File: config.mk
export PLATFORM = sky130hd
export DESIGN_NAME = regfile_wb_sched
export DESIGN_NICKNAME = d
export VERILOG_FILES = /design/src/rtl/rv_pkg.sv /design/src/rtl/rr_arbiter.sv /design/src/rtl/regfile_wb_sched.sv
export SDC_FILE = /design/constraint.sdc
export NUM_CORES = 1
export LEC_CHECK = 0
export CORE_MARGIN = 10
export CORE_UTILIZATION = 55
export CTS_CLUSTER_SIZE = 8
export DETAILED_ROUTE_END_ITERATION = 16
export DONT_BUFFER_PORTS = 1
export PLACE_DENSITY = 0.7
export SLEW_MARGIN = 5
export SYNTH_ARGS = -nofsm -noshare
export SYNTH_HDL_FRONTEND = slang
export SYNTH_SLANG_ARGS = --single-unit
File: constraint.sdc
create_clock -name clk -period 7.9 [get_ports clk]
set_input_delay 0.79 -clock clk [delete_from_list [all_inputs] [get_ports clk]]
set_output_delay 0.79 -clock clk [all_outputs]
set_load 0.05 [all_outputs]
File: src/rtl/rv_pkg.sv
// Shared integer-pipeline constants and helpers for the register-file write-back path.
package rv_pkg;
  localparam int XLEN  = 32;
  localparam int RA_W  = 5;
  localparam int NREGS = 32;
  localparam logic [RA_W-1:0] X0 = 5'd0;

  function automatic logic [5:0] popcount_regs(input logic [NREGS-1:0] v);
    logic [5:0] cnt;
    cnt = 6'd0;
    for (int i = 0; i < NREGS; i++) begin
      cnt = cnt + {5'd0, v[i]};
    end
    return cnt;
  endfunction
endpackage

File: src/rtl/rr_arbiter.sv
// Combinational round-robin arbiter: first requester at or after ptr, wrapping, wins.
module rr_arbiter #(
  parameter int N  = 3,
  parameter int PW = (N > 1) ? $clog2(N) : 1
) (
  input  logic [N-1:0]  req,
  input  logic [PW-1:0] ptr,
  output logic [N-1:0]  gnt
);
  // Rotating priority scan; found_s blocks every request after the first hit.
  always_comb begin
    logic found_s;
    logic hit_s;
    int   idx_s;
    gnt     = '0;
    found_s = 1'b0;
    hit_s   = 1'b0;
    idx_s   = 0;
    for (int k = 0; k < N; k++) begin
      idx_s      = (int'(ptr) + k) % N;
      hit_s      = req[idx_s] & ~found_s;
      gnt[idx_s] = gnt[idx_s] | hit_s;
      found_s    = found_s | hit_s;
    end
  end
endmodule

File: src/rtl/regfile_wb_sched.sv
// Write-back scheduler: arbitrates NUM_SRC sources onto the single register-file
// write port and keeps the busy scoreboard used for RAW/WAW stalls at issue.
module regfile_wb_sched #(
  parameter int NUM_SRC = 3,
  parameter int XLEN    = rv_pkg::XLEN,
  parameter int RA_W    = rv_pkg::RA_W
) (
  input  logic                    clk,
  input  logic                    rst_n,
  input  logic                    alloc_valid,
  input  logic [RA_W-1:0]         alloc_rd,
  output logic                    alloc_ready,
  input  logic [NUM_SRC-1:0]      wb_valid,
  input  logic [NUM_SRC*RA_W-1:0] wb_rd,
  input  logic [NUM_SRC*XLEN-1:0] wb_data,
  output logic [NUM_SRC-1:0]      wb_ready,
  output logic                    rf_regwrite,
  output logic [RA_W-1:0]         rf_rd,
  output logic [XLEN-1:0]         rf_rd_data,
  input  logic [RA_W-1:0]         chk_rs1,
  input  logic [RA_W-1:0]         chk_rs2,
  output logic                    busy_rs1,
  output logic                    busy_rs2,
  output logic [5:0]              pend_cnt,
  output logic                    err_spurious
);
  import rv_pkg::*;

  localparam int PW = (NUM_SRC > 1) ? $clog2(NUM_SRC) : 1;
  localparam logic [NREGS-1:0] REG_ONE = {{(NREGS-1){1'b0}}, 1'b1};

  logic [PW-1:0]      rr_ptr_r;
  logic [NREGS-1:0]   busy_r;
  logic [NUM_SRC-1:0] arb_gnt_s;
  logic [NUM_SRC-1:0] gnt_s;
  logic               hs_s;
  logic [RA_W-1:0]    sel_rd_s;
  logic [XLEN-1:0]    sel_data_s;
  logic [PW-1:0]      hs_ptr_s;
  logic [PW-1:0]      nxt_ptr_s;
  logic               alloc_set_s;
  logic [NREGS-1:0]   clr_mask_s;
  logic [NREGS-1:0]   set_mask_s;
  logic [NREGS-1:0]   busy_nxt_s;
  logic               spur_s;

  rr_arbiter #(.N(NUM_SRC), .PW(PW)) u_arb (
    .req (wb_valid),
    .ptr (rr_ptr_r),
    .gnt (arb_gnt_s)
  );

  assign gnt_s    = rst_n ? arb_gnt_s : '0;
  assign wb_ready = gnt_s;

  // Mux the granted source; the grant is one-hot so OR-combining is exact.
  always_comb begin
    hs_s       = 1'b0;
    sel_rd_s   = '0;
    sel_data_s = '0;
    hs_ptr_s   = '0;
    for (int i = 0; i < NUM_SRC; i++) begin
      hs_s       = hs_s | (gnt_s[i] & wb_valid[i]);
      sel_rd_s   = sel_rd_s | ({RA_W{gnt_s[i] & wb_valid[i]}} & wb_rd[i*RA_W +: RA_W]);
      sel_data_s = sel_data_s | ({XLEN{gnt_s[i] & wb_valid[i]}} & wb_data[i*XLEN +: XLEN]);
      hs_ptr_s   = hs_ptr_s | ({PW{gnt_s[i] & wb_valid[i]}} & PW'((i + 1) % NUM_SRC));
    end
    nxt_ptr_s = hs_s ? hs_ptr_s : rr_ptr_r;
  end

  // A reservation on a busy register is still fine when that register retires this cycle.
  assign alloc_ready = rst_n & alloc_valid &
                       ((alloc_rd == X0) | ~busy_r[alloc_rd] |
                        (rf_regwrite & (rf_rd == alloc_rd)));
  assign alloc_set_s = alloc_ready & (alloc_rd != X0);

  assign clr_mask_s = {NREGS{rf_regwrite}} & (REG_ONE << rf_rd);
  assign set_mask_s = {NREGS{alloc_set_s}} & (REG_ONE << alloc_rd);
  assign busy_nxt_s = ((busy_r & ~clr_mask_s) | set_mask_s) & ~REG_ONE;

  assign spur_s = hs_s & (sel_rd_s != X0) & ~busy_r[sel_rd_s] &
                  ~(alloc_set_s & (alloc_rd == sel_rd_s));

  assign busy_rs1 = (chk_rs1 != X0) & busy_r[chk_rs1] & ~(rf_regwrite & (rf_rd == chk_rs1));
  assign busy_rs2 = (chk_rs2 != X0) & busy_r[chk_rs2] & ~(rf_regwrite & (rf_rd == chk_rs2));
  assign pend_cnt = popcount_regs(busy_r);

  // Scoreboard, arbitration pointer and registered write port.
  always_ff @(posedge clk) begin
    if (!rst_n) begin
      busy_r       <= '0;
      rr_ptr_r     <= '0;
      rf_regwrite  <= 1'b0;
      rf_rd        <= '0;
      rf_rd_data   <= '0;
      err_spurious <= 1'b0;
    end else begin
      busy_r       <= busy_nxt_s;
      rr_ptr_r     <= nxt_ptr_s;
      rf_regwrite  <= hs_s & (sel_rd_s != X0);
      err_spurious <= err_spurious | spur_s;
      if (hs_s) begin
        rf_rd      <= sel_rd_s;
        rf_rd_data <= sel_data_s;
      end
    end
  end
endmodule

# Yosys cells after proc, flatten, opt, wreduce, memory -nomap -nowiden
# Index checks and enable logic that the tools add are counted.
# W data, S select, Z words.
dict set report totals {
  elab_cells 154
  in_bits 132
  reg_bits 73
  rom_bits 0
  ramBits 0
  memories 0
  latchBits 0
}
dict set report op_classes {
  n_reduce_logical 8
  n_addsub 33
  n_shift 2
  multipliers 0
  bitwise 52
  muxes 35
  n_eq_ne 4
  n_div 3
  magnitude_cmp 10
}
# cell count
set op_table {}
lappend op_table {{$and A32 B32 Y32} 6}
lappend op_table {{$add A6 B1 Y6} 26}
lappend op_table {{$ge A32 B1 Y1 const B} 3}
lappend op_table {{$lt A32 B4 Y1 const B} 3}
lappend op_table {{$or A32 B32 Y32} 3}
lappend op_table {{$mod A32 B3 Y32 const B} 2}
lappend op_table {{$shl A1 B5 Y32 const A} 2}
lappend op_table {{$mod A3 B3 Y32 const B} 1}
lappend op_table {{$not A32 Y32} 1}
lappend op_table {{$lt A5 B6 Y1 const B} 4}
lappend op_table {{$bmux W1 S5} 4}
lappend op_table {{$eq A5 B5 Y1} 4}
lappend op_table {{$reduce_bool A5 Y1} 4}
lappend op_table {{$and A1 B1 Y1} 19}
lappend op_table {{$mux W1} 19}
lappend op_table {{$and A5 B5 Y5} 3}
lappend op_table {{$bmux W1 S2} 6}
lappend op_table {{$or A5 B5 Y5} 2}
lappend op_table {{$or A1 B1 Y1} 9}
lappend op_table {{$not A1 Y1} 7}
lappend op_table {{$add A5 B1 Y6} 1}
lappend op_table {{$bwmux W3} 2}
lappend op_table {{$demux W1 S2} 3}
lappend op_table {{$add A4 B1 Y5} 1}
lappend op_table {{other kinds (10)} 12}

# Logic depth before layout (Yosys ltp)
# Gate-level depths: netlist of run 1.
dict set report logic_depth {
  word_depth 31
  depth_mapped 16
  ltp_nobuf 15
}

# Modules after synthesis
# From an unflattened synthesis of run 1, not the netlist that was laid out.
dict set report hier_totals {
  hier_cells 620
  area_unflattened_um2 5545.3
}
# mod instances cells_per_inst area_each_um2
set by_module_without_submodules {}
lappend by_module_without_submodules {regfile_wb_sched 1 577 5258.8}
lappend by_module_without_submodules {rr_arbiter 1 43 286.5}

# Least setup slack after synthesis of run 1
# No wires, ideal clock.
dict set report synth_path {
  kind {reg2out}
  from {register busy_r[18]}
  to {output pend_cnt[4]}
  arrival_ps 4988
  path_buffers 0
  slack_ps 2122
  stages_incl_launch_ff 16
  cell_sequence {dfxtp_1 > fa_1 > inv_1 > fa_1 > inv_1 > fa_1 > inv_1 > fa_1 > fa_1 > fa_1 > inv_1 > fa_1 > fa_1 > a21o_1 > a21oi_1 > xnor2_1}
}
dict set report synth_via {
  elab_chain_cells 14
}
# element line
set synth_rtl {}
lappend synth_rtl {{from (decl)} regfile_wb_sched.sv:33} ;# logic [NREGS-1:0] busy_r;
lappend synth_rtl {{from (signal assigned)} regfile_wb_sched.sv:98} ;# busy_r <= busy_nxt_s;
lappend synth_rtl {{$add A6 B1 Y6 (14 in series)} rv_pkg.sv:12} ;# cnt = cnt + {5'd0, v[i]};
lappend synth_rtl {{to (decl)} regfile_wb_sched.sv:24} ;# output logic [5:0] pend_cnt,
# No other way between the ends.

# Worst setup path after layout of run 1
dict set report layout_path {
  from {register busy_r[6]}
  to {output pend_cnt[4]}
}
dict set report layout_via {
  elab_chain_cells 26
}
# element line
set layout_rtl {}
lappend layout_rtl {{$add A6 B1 Y6 (26 in series)} rv_pkg.sv:12}
# No other way between the ends.

==> results of run 1 <==
==> state kept, by name (all words and copies together) (netlist names) <==
signal        flops
busy_r           31
rf_regwrite       1
rf_rd             5
err_spurious      1
rr_ptr_r          2
rf_rd_data       32
==> power by group through the flow <==
stage / sequential (mW) / combinational (mW) / clock (mW)
5_1_grt: 0.544 / 0.265 / 0.309
2_1_floorplan: 0.521 / 0.215 / 0
3_5_place_dp: 0.548 / 0.237 / 0
3_3_place_gp: 0.547 / 0.231 / 0
4_1_cts: 0.540 / 0.237 / 0.292
6_report: 0.540 / 0.239 / 0.290
==> cells by family after synthesis <==
| kind of cell | synth area share [%] |
|---|---|
| DFF | 26.6 |
| AOI/OAI and AO/OA | 22.8 |
| muxes | 14.9 |
| buffers and inverters | 7.13 |
| xor gates and xnor gates | 3.55 |
| adders and majority gates | 10.8 |
| and+or+nand+nor | 14.1 |
==> metrics by stage <==
| stage | util, % | instances | power [mW] | area [sq um] |
|---|---|---|---|---|
| final | 57.9 | 709 | 1.07 | 5610 |
| after global placement | 56.0 | 694 | 0.778 | 5420 |
| after detailed placement | 56.0 | 694 | 0.785 | 5420 |
| after CTS | 57.9 | 709 | 1.07 | 5610 |
| after global routing | 57.9 | 709 | 1.12 | 5610 |
| after floorplan | - | 604 | 0.736 | 5420 |
==> cell type report <==
| class | count | area, sq um |
|---|---|---|
| inverter | 38 | 143 |
| fill | 860 | 4080 |
| sequential | 72 | 1440 |
| tap | 133 | 166 |
| clock inverter | 5 | 57.6 |
| clock buffer | 10 | 128 |
| multi-input combinational | 442 | 3600 |
| timing repair buffer | 9 | 67.6 |
==> cells in the final DEF, fill, tap and decap left out, types with 2 or more instances in the layout <==
| cell | n |
|---|---|
| sky130_fd_sc_hd__fa_1 | 23 |
| sky130_fd_sc_hd__buf_4 | 9 |
| sky130_fd_sc_hd__a211oi_1 | 2 |
| sky130_fd_sc_hd__a22oi_1 | 2 |
| sky130_fd_sc_hd__nand4_1 | 2 |
| sky130_fd_sc_hd__nor4_1 | 4 |
| sky130_fd_sc_hd__nand3_1 | 7 |
| sky130_fd_sc_hd__inv_1 | 37 |
| sky130_fd_sc_hd__o211ai_1 | 3 |
| sky130_fd_sc_hd__dfxtp_1 | 72 |
| sky130_fd_sc_hd__o21a_1 | 32 |
| sky130_fd_sc_hd__or4b_1 | 2 |
| sky130_fd_sc_hd__a31oi_1 | 4 |
| sky130_fd_sc_hd__clkbuf_8 | 9 |
| sky130_fd_sc_hd__nor2b_1 | 9 |
| sky130_fd_sc_hd__mux2_2 | 3 |
| sky130_fd_sc_hd__mux4_2 | 28 |
| sky130_fd_sc_hd__or2_1 | 2 |
| sky130_fd_sc_hd__nand3b_1 | 5 |
| sky130_fd_sc_hd__a21o_1 | 3 |
| sky130_fd_sc_hd__nor2_1 | 48 |
| sky130_fd_sc_hd__or3b_2 | 3 |
| sky130_fd_sc_hd__a222oi_1 | 37 |
| sky130_fd_sc_hd__a21oi_1 | 46 |
| sky130_fd_sc_hd__nand2b_1 | 5 |
| sky130_fd_sc_hd__mux2i_1 | 12 |
| sky130_fd_sc_hd__xor2_1 | 15 |
| sky130_fd_sc_hd__clkinv_2 | 2 |
| sky130_fd_sc_hd__ha_1 | 10 |
| sky130_fd_sc_hd__o21ai_0 | 41 |
| sky130_fd_sc_hd__xnor2_1 | 7 |
| sky130_fd_sc_hd__nand2_1 | 63 |
==> layer usage <==
metal  GRT usage, %  up-vias  wire length [um]
li1               -     2143                 -
met1           30.4     2309              6780
met2           37.7      323              8360
met3           8.27       30              1970
met4           6.34        0               276
met5              0        -                 0
==> critical path, delay by kind of cell, from the launching register on <==
kind	cells	cell delay (ns)
xor gates and xnor gates	1	0.50
AOI/OAI and AO/OA	2	0.33
buffers and inverters	2	0.14
adders and majority gates	8	3.78
DFF	1	0.42
==> final timing paths <==
check                           slack [ns]  depth (start not counted)                startpoint                  endpoint
worst max-delay path                  1.56                         13      busy_r[6]$_SDFF_PN0_               pend_cnt[4]
worst min-delay path                  0.54                          2  rr_ptr_r[1]$_SDFFE_PN0P_  rr_ptr_r[1]$_SDFFE_PN0P_
worst max register to register        3.67                         12  rr_ptr_r[0]$_SDFFE_PN0P_   err_spurious$_SDFF_PN0_
worst min register to register        0.54                          2  rr_ptr_r[1]$_SDFFE_PN0P_  rr_ptr_r[1]$_SDFFE_PN0P_
==> summary.md, run 1 <==
| Metric | Value |
|---|---|
| Worst-case setup margin in the final layout | `1.56 ns` |
| Number of buffers inserted for hold repair after clock tree synthesis | `0` |
| Share of synthesized registers carrying an async set or reset | `0%` |
| Launching element type of the critical path | `flip-flop` |
| Worst setup path class | `flip-flop to primary output` |
| Net total in the final layout | `737` |
| Number of flops mapped to enable cells by yosys | `0` |
| Result of the run | `completed` |
| Root Buffer Master | `sky130_fd_sc_hd__clkbuf_8` |
| Critical path capture point type | `primary output` |
| Remaining DRCs | `0` |
| HPWL after detailed placement | `13500 um` |
| Number of antenna-violating nets in the routed design | `0` |
| Design internal power | `0.636 mW` |
| TNS Setup | `0 ns` |
| Initial antenna violation count | `0` |
| Worst hold slack | `0.543 ns` |
| Longest individual stage delay on the worst path | `0.56 ns` |
| Number of instances in the synthesized netlist | `604` |
| Yosys Warn Count | `0` |
| # resized after CTS | `0` |
| Post-synthesis register bit count | `72` |
| Critical Path Most Common Cell | `sky130_fd_sc_hd__fa_1` |
| Die H | `119 um` |
| Overall track demand over capacity in global routing | `23.8%` |
| Pin count of the biggest net entering global routing | `72` |
| Portion of the post-synthesis area used by sequential elements | `26.6%` |
| Crit share post-route | `80.2%` |
| Post-synthesis net count | `769` |
| Worst Tran Pin Value | `1.21 ns` |
| Top cells by area in the synthesized netlist | `sky130_fd_sc_hd__dfxtp_1, sky130_fd_sc_hd__mux4_2, sky130_fd_sc_hd__fa_1` |
| Area share of the leading cell type in the synthesized netlist | `26.6%` |
| Effective utilization at floorplan | `56.0%` |
| Number of hold violations in the final report | `0` |
| Path class of the lowest-slack min-delay path | `flip-flop to flip-flop` |
| Sink count of the clock tree | `72` |
| Via count | `4805` |
| Slowest cell on crit path | `sky130_fd_sc_hd__fa_1` |
| Total congestion overflow | `0` |
| Max-slew violation count | `0` |
| Htree depth | `3` |
| Switching power total | `0.433 mW` |
| Detailed router's first-iteration violation count | `683` |
| TritonRoute pass-1 iters | `8` |
| Std cell rows | `36` |
| CTS tree | `built` |
| Clock network power share | `27.1%` |
| Routed Wire Length | `17400 um` |
| CTS Buffer Depth | `2` |
| Netlist cell types | `57` |
| Fraction of final layout cells sized beyond drive strength 1 | `11.6%` |
| Most used flip-flop cell after synthesis | `sky130_fd_sc_hd__dfxtp_1` |
| Library cell with the highest instance count after synthesis | `sky130_fd_sc_hd__dfxtp_1` |
| Sw frac | `40.5%` |
| Overall die width | `119 um` |
| Worst-case vdd ir drop | `0.132 mV` |
| Maximum fanout count along the critical path | `6` |
| RSZ-0062 raised after global routing | `false` |
| Final setup vio count | `0` |
| Routability-driven placement congestion ratio | `0.921` |
| First-pass GRT wire length | `27400 um` |
| Layout Skew | `0.0108 ns` |
| Antenna diode instance count | `0` |
| Number of vias per cell | `6.78` |
| Vias in the first global route | `4649` |
| Crit path cell chain | `inv_1 -> fa_1 -> fa_1 -> fa_1 -> fa_1 -> fa_1 -> fa_1 -> inv_1 -> fa_1 -> fa_1 -> a21o_1 -> a21oi_1 -> xnor2_1` |
| Average wire per cell in the routed design | `24.5 um` |
| CTS buffer count | `9` |
| Clock transition at the registers of the reported paths | `0.08 ns` |
| CP required | `7.11 ns` |
| Clock latency on the worst-skew pair | `0.36 ns` |
| Postcts setup bufs | `0` |
| Relative contribution of combinational cells to total power | `22.4%` |
| Die footprint | `14200 sq um` |
| Most frequent cells after synthesis | `sky130_fd_sc_hd__dfxtp_1, sky130_fd_sc_hd__nand2_1, sky130_fd_sc_hd__nor2_1, sky130_fd_sc_hd__a21oi_1, sky130_fd_sc_hd__o21ai_0` |
| Mapped cell area | `5420 sq um` |
| Tightest slew margin relative to the limit | `19.0%` |
| Post-Place Worst Slack | `1.93 ns` |
| Data arrival time of the worst path | `5.55 ns` |
| Max Clock Freq | `0.158 GHz` |
| Power Density | `191 nW/um^2` |
| Leak pwr | `2.09 nW` |
| Max-cap violations | `0` |
| Core Area | `9680 sq um` |
| Final min period | `6.34 ns` |
| I/O pin total | `183` |
| Relative area change from synthesis to final layout | `3.42%` |
| Quantity of I/O buffers inserted on ports | `0` |
| Synthesized area per cell | `8.98 sq um` |
| Sequential cell fraction of total power | `50.5%` |
| Library cell occupying the most area in the post-synthesis netlist | `sky130_fd_sc_hd__dfxtp_1` |
No activity file was read; power rests on OpenSTA's default activity.
==> run 2, diff against run 1 <==
==> constraint.sdc (replaced) <==
create_clock -name clk -period 6.7 [get_ports clk]
set_input_delay 0.67 -clock clk [delete_from_list [all_inputs] [get_ports clk]]
set_output_delay 0.67 -clock clk [all_outputs]
set_load 0.05 [all_outputs]
==> run 2 against run 1 <==
  * Setup slack got worse by 1.1 ns
  * Die area is the same
  * Final cell count increased by 0.14%
  * Non-clock buffer count up 1
  * Critical path type unchanged
==> summary.md, run 2 (synthesis gave the netlist of run 1 again) <==
| Metric | Value |
|---|---|
| CTS tree | `built (unchanged)` |
| Crit path cell chain | `inv_1 -> fa_1 -> fa_1 -> inv_1 -> fa_1 -> inv_1 -> fa_1 -> fa_1 -> fa_1 -> inv_1 -> fa_1 -> fa_1 -> a21o_1 -> a21oi_1 -> xnor2_1 (was inv_1 -> fa_1 -> fa_1 -> fa_1 -> fa_1 -> fa_1 -> fa_1 -> inv_1 -> fa_1 -> fa_1 -> a21o_1 -> a21oi_1 -> xnor2_1)` |
| Final setup vio count | `0 (unchanged)` |
| RSZ-0062 raised after global routing | `false (unchanged)` |
| Power Density | `238 nW/um^2 (was 191 nW/um^2)` |
| Relative area change from synthesis to final layout | `4.55% (was 3.42%)` |
| Launching element type of the critical path | `flip-flop (unchanged)` |
| Leak pwr | `2.11 nW (was 2.09 nW)` |
| HPWL after detailed placement | `13500 um (about the same)` |
| Finished Cell Area | `5670 sq um (was 5610 sq um)` |
| Detailed router's first-iteration violation count | `780 (was 683)` |
| CTS Buffer Depth | `2 (unchanged)` |
| Max-cap violations | `0 (unchanged)` |
| Max-slew violation count | `0 (unchanged)` |
| Startpoint of the worst register-to-register path | `rr_ptr_r[0]$_SDFFE_PN0P_ (unchanged)` |
| Data arrival time of the worst path | `5.60 ns (was 5.55 ns)` |
| Root Buffer Master | `sky130_fd_sc_hd__clkbuf_8 (unchanged)` |
| TNS Setup | `0 ns (unchanged)` |
| Critical path capture point type | `primary output (unchanged)` |
| Sink count of the clock tree | `72 (unchanged)` |
| Clock transition at the registers of the reported paths | `0.08 ns (about the same)` |
| Number of buffers inserted for hold repair after clock tree synthesis | `0 (unchanged)` |
| # resized after CTS | `0 (unchanged)` |
| I/O pin total | `183 (unchanged)` |
| CTS buffer count | `9 (unchanged)` |
| Flip-flop count of the largest register, all copies and words added | `32 (unchanged)` |
| Slowest cell on crit path | `sky130_fd_sc_hd__xnor2_1 (was sky130_fd_sc_hd__fa_1)` |
| Average wire per cell in the routed design | `24.6 um (was 24.5 um)` |
| Hold Crit Start | `rst_n (was rr_ptr_r[1]$_SDFFE_PN0P_)` |
| Worst setup path class | `flip-flop to primary output (unchanged)` |
| Routability-driven placement congestion ratio | `0.945 (was 0.921)` |
| Critical Path Most Common Cell | `sky130_fd_sc_hd__fa_1 (unchanged)` |
| Net total in the final layout | `738 (was 737)` |
| Leading cell type in the layout, fill and taps excluded | `sky130_fd_sc_hd__dfxtp_1 (unchanged)` |
| First-pass GRT wire length | `27500 um (was 27400 um)` |
| Worst-case vdd ir drop | `0.138 mV (was 0.132 mV)` |
| Clock latency on the worst-skew pair | `0.36 ns (about the same)` |
| Htree depth | `3 (unchanged)` |
| Most frequent cells in the layout | `sky130_fd_sc_hd__dfxtp_1, sky130_fd_sc_hd__nand2_1, sky130_fd_sc_hd__nor2_1 (unchanged)` |
| Worst-case setup margin in the final layout | `0.431 ns (was 1.56 ns)` |
| Maximum fanout count along the critical path | `6 (unchanged)` |
| Sw frac | `38.8% (was 40.5%)` |
| Die footprint | `14200 sq um (unchanged)` |
| Max Clock Freq | `0.160 GHz` |
| Pin count of the biggest net entering global routing | `72 (unchanged)` |
| Fraction of final layout cells sized beyond drive strength 1 | `12.0% (was 11.6%)` |
| Via count | `4904 (was 4805)` |
| Longest individual stage delay on the worst path | `0.50 ns (was 0.56 ns)` |
| Path class of the lowest-slack min-delay path | `input port to flip-flop (was flip-flop to flip-flop)` |
| Largest Register | `rf_rd_data (unchanged)` |
| Worst hold slack | `0.423 ns (was 0.543 ns)` |
| Overall track demand over capacity in global routing | `23.9% (was 23.8%)` |
| Postcts setup bufs | `0 (unchanged)` |
| Quantity of I/O buffers inserted on ports | `0 (unchanged)` |
| Routed length on met2 | `8300 um (was 8360 um)` |
| Antenna diode instance count | `0 (unchanged)` |
| Core Area | `9680 sq um (unchanged)` |
| Initial antenna violation count | `0 (unchanged)` |
| Switching power total | `0.524 mW (was 0.433 mW)` |
| Post-Place Worst Slack | `0.819 ns (was 1.93 ns)` |
| Worst Tran Pin Value | `1.22 ns (was 1.21 ns)` |
| Overall die width | `119 um (unchanged)` |
| Clock network power share | `32.0% (was 27.1%)` |
| Tightest slew margin relative to the limit | `18.1% (was 19.0%)` |
| Met3 Routed Length | `2100 um (was 1970 um)` |
| Std cell rows | `36 (unchanged)` |
| Total congestion overflow | `0 (unchanged)` |
| Effective utilization at floorplan | `56.0% (unchanged)` |
| Uppermost layer routed | `met4 (unchanged)` |
| CP required | `6.03 ns (was 7.11 ns)` |
| TritonRoute pass-1 iters | `8 (unchanged)` |
| Number of antenna-violating nets in the routed design | `0 (unchanged)` |
| Critical path launch point | `busy_r[24]$_SDFF_PN0_ (was busy_r[6]$_SDFF_PN0_)` |
| Crit share post-route | `93.6%` |
| Sequential cell fraction of total power | `47.2% (was 50.5%)` |
| Number of hold violations in the final report | `0 (unchanged)` |
| Routed Wire Length | `17500 um (was 17400 um)` |
| Vias in the first global route | `4721 (was 4649)` |
| Post-detailed-placement cell area | `5430 sq um (was 5420 sq um)` |
| Design internal power | `0.826 mW (was 0.636 mW)` |
| Registers with the most flip-flops | `rf_rd_data (32), busy_r (31), rf_rd (5) (unchanged)` |
| Relative contribution of combinational cells to total power | `20.8% (was 22.4%)` |
| Remaining DRCs | `0 (unchanged)` |
| Layout Skew | `0.0129 ns (was 0.0108 ns)` |
| Die H | `119 um (unchanged)` |
| Number of vias per cell | `6.91 (was 6.78)` |
| Met1 Wirelength | `6740 um (was 6780 um)` |
| Result of the run | `completed (unchanged)` |
| Final min period | `6.27 ns` |
==> run 2: cell types whose count changed in the layout (fill, tap and decap cells not counted), sizes merged <==
cell,before,now
bufinv,1,3
buf,9,10
clkinv,3,0
inv,39,40
clkbuf,10,9
clkinvlp,0,1
==> run 2: final cells by class <==
cell class | instances | area (sq um)
clock inverters | 6 | 115
flip-flops and latches | 72 | 1440
fillers | 859 | 4020
well taps | 133 | 166
clock buffers | 9 | 124
repair buffers | 10 | 75.1
multi-input cells | 442 | 3600
inverters | 38 | 143
==> run 2: layer usage <==
layer	up-vias	global-route usage, %
li1	2147	-
met5	-	0
met3	36	8.17
met4	0	8.02
met2	354	37.1
met1	2367	30.4
==> run 2: final timing paths <==
kind / end / slack (ns) / cells after the start
setup / recovery: pend_cnt[4] / 0.43 / 15
hold reg to reg: rr_ptr_r[1]$_SDFFE_PN0P_ / 0.54 / 2
hold / removal: err_spurious$_SDFF_PN0_ / 0.42 / 2
setup reg to reg: err_spurious$_SDFF_PN0_ / 2.48 / 12
==> run 2: power groups by stage <==
stage	sequential (mW)	combinational (mW)	clock, mW
global route	0.642	0.310	0.447
detailed placement	0.646	0.278	0
finish	0.637	0.281	0.432
global placement	0.645	0.272	0
floorplan	0.614	0.254	0
CTS	0.637	0.279	0.432
==> run 2: stage by stage <==
stage / util, % / power, mW / cells
6_report: 58.5 / 1.35 / 710
5_1_grt: 58.5 / 1.40 / 710
4_1_cts: 58.5 / 1.35 / 710
3_5_place_dp: 56.1 / 0.925 / 695
3_3_place_gp: 56.1 / 0.917 / 695
2_1_floorplan: - / 0.868 / 604
==> run 2: worst max-delay path: cells and delay by family (launching register included) <==
kind            cells  cell delay, ns
fa+ha+maj           8            3.70
flops               1            0.43
xor+xnor            1            0.50
compound gates      2            0.37
buf+inv             4            0.23
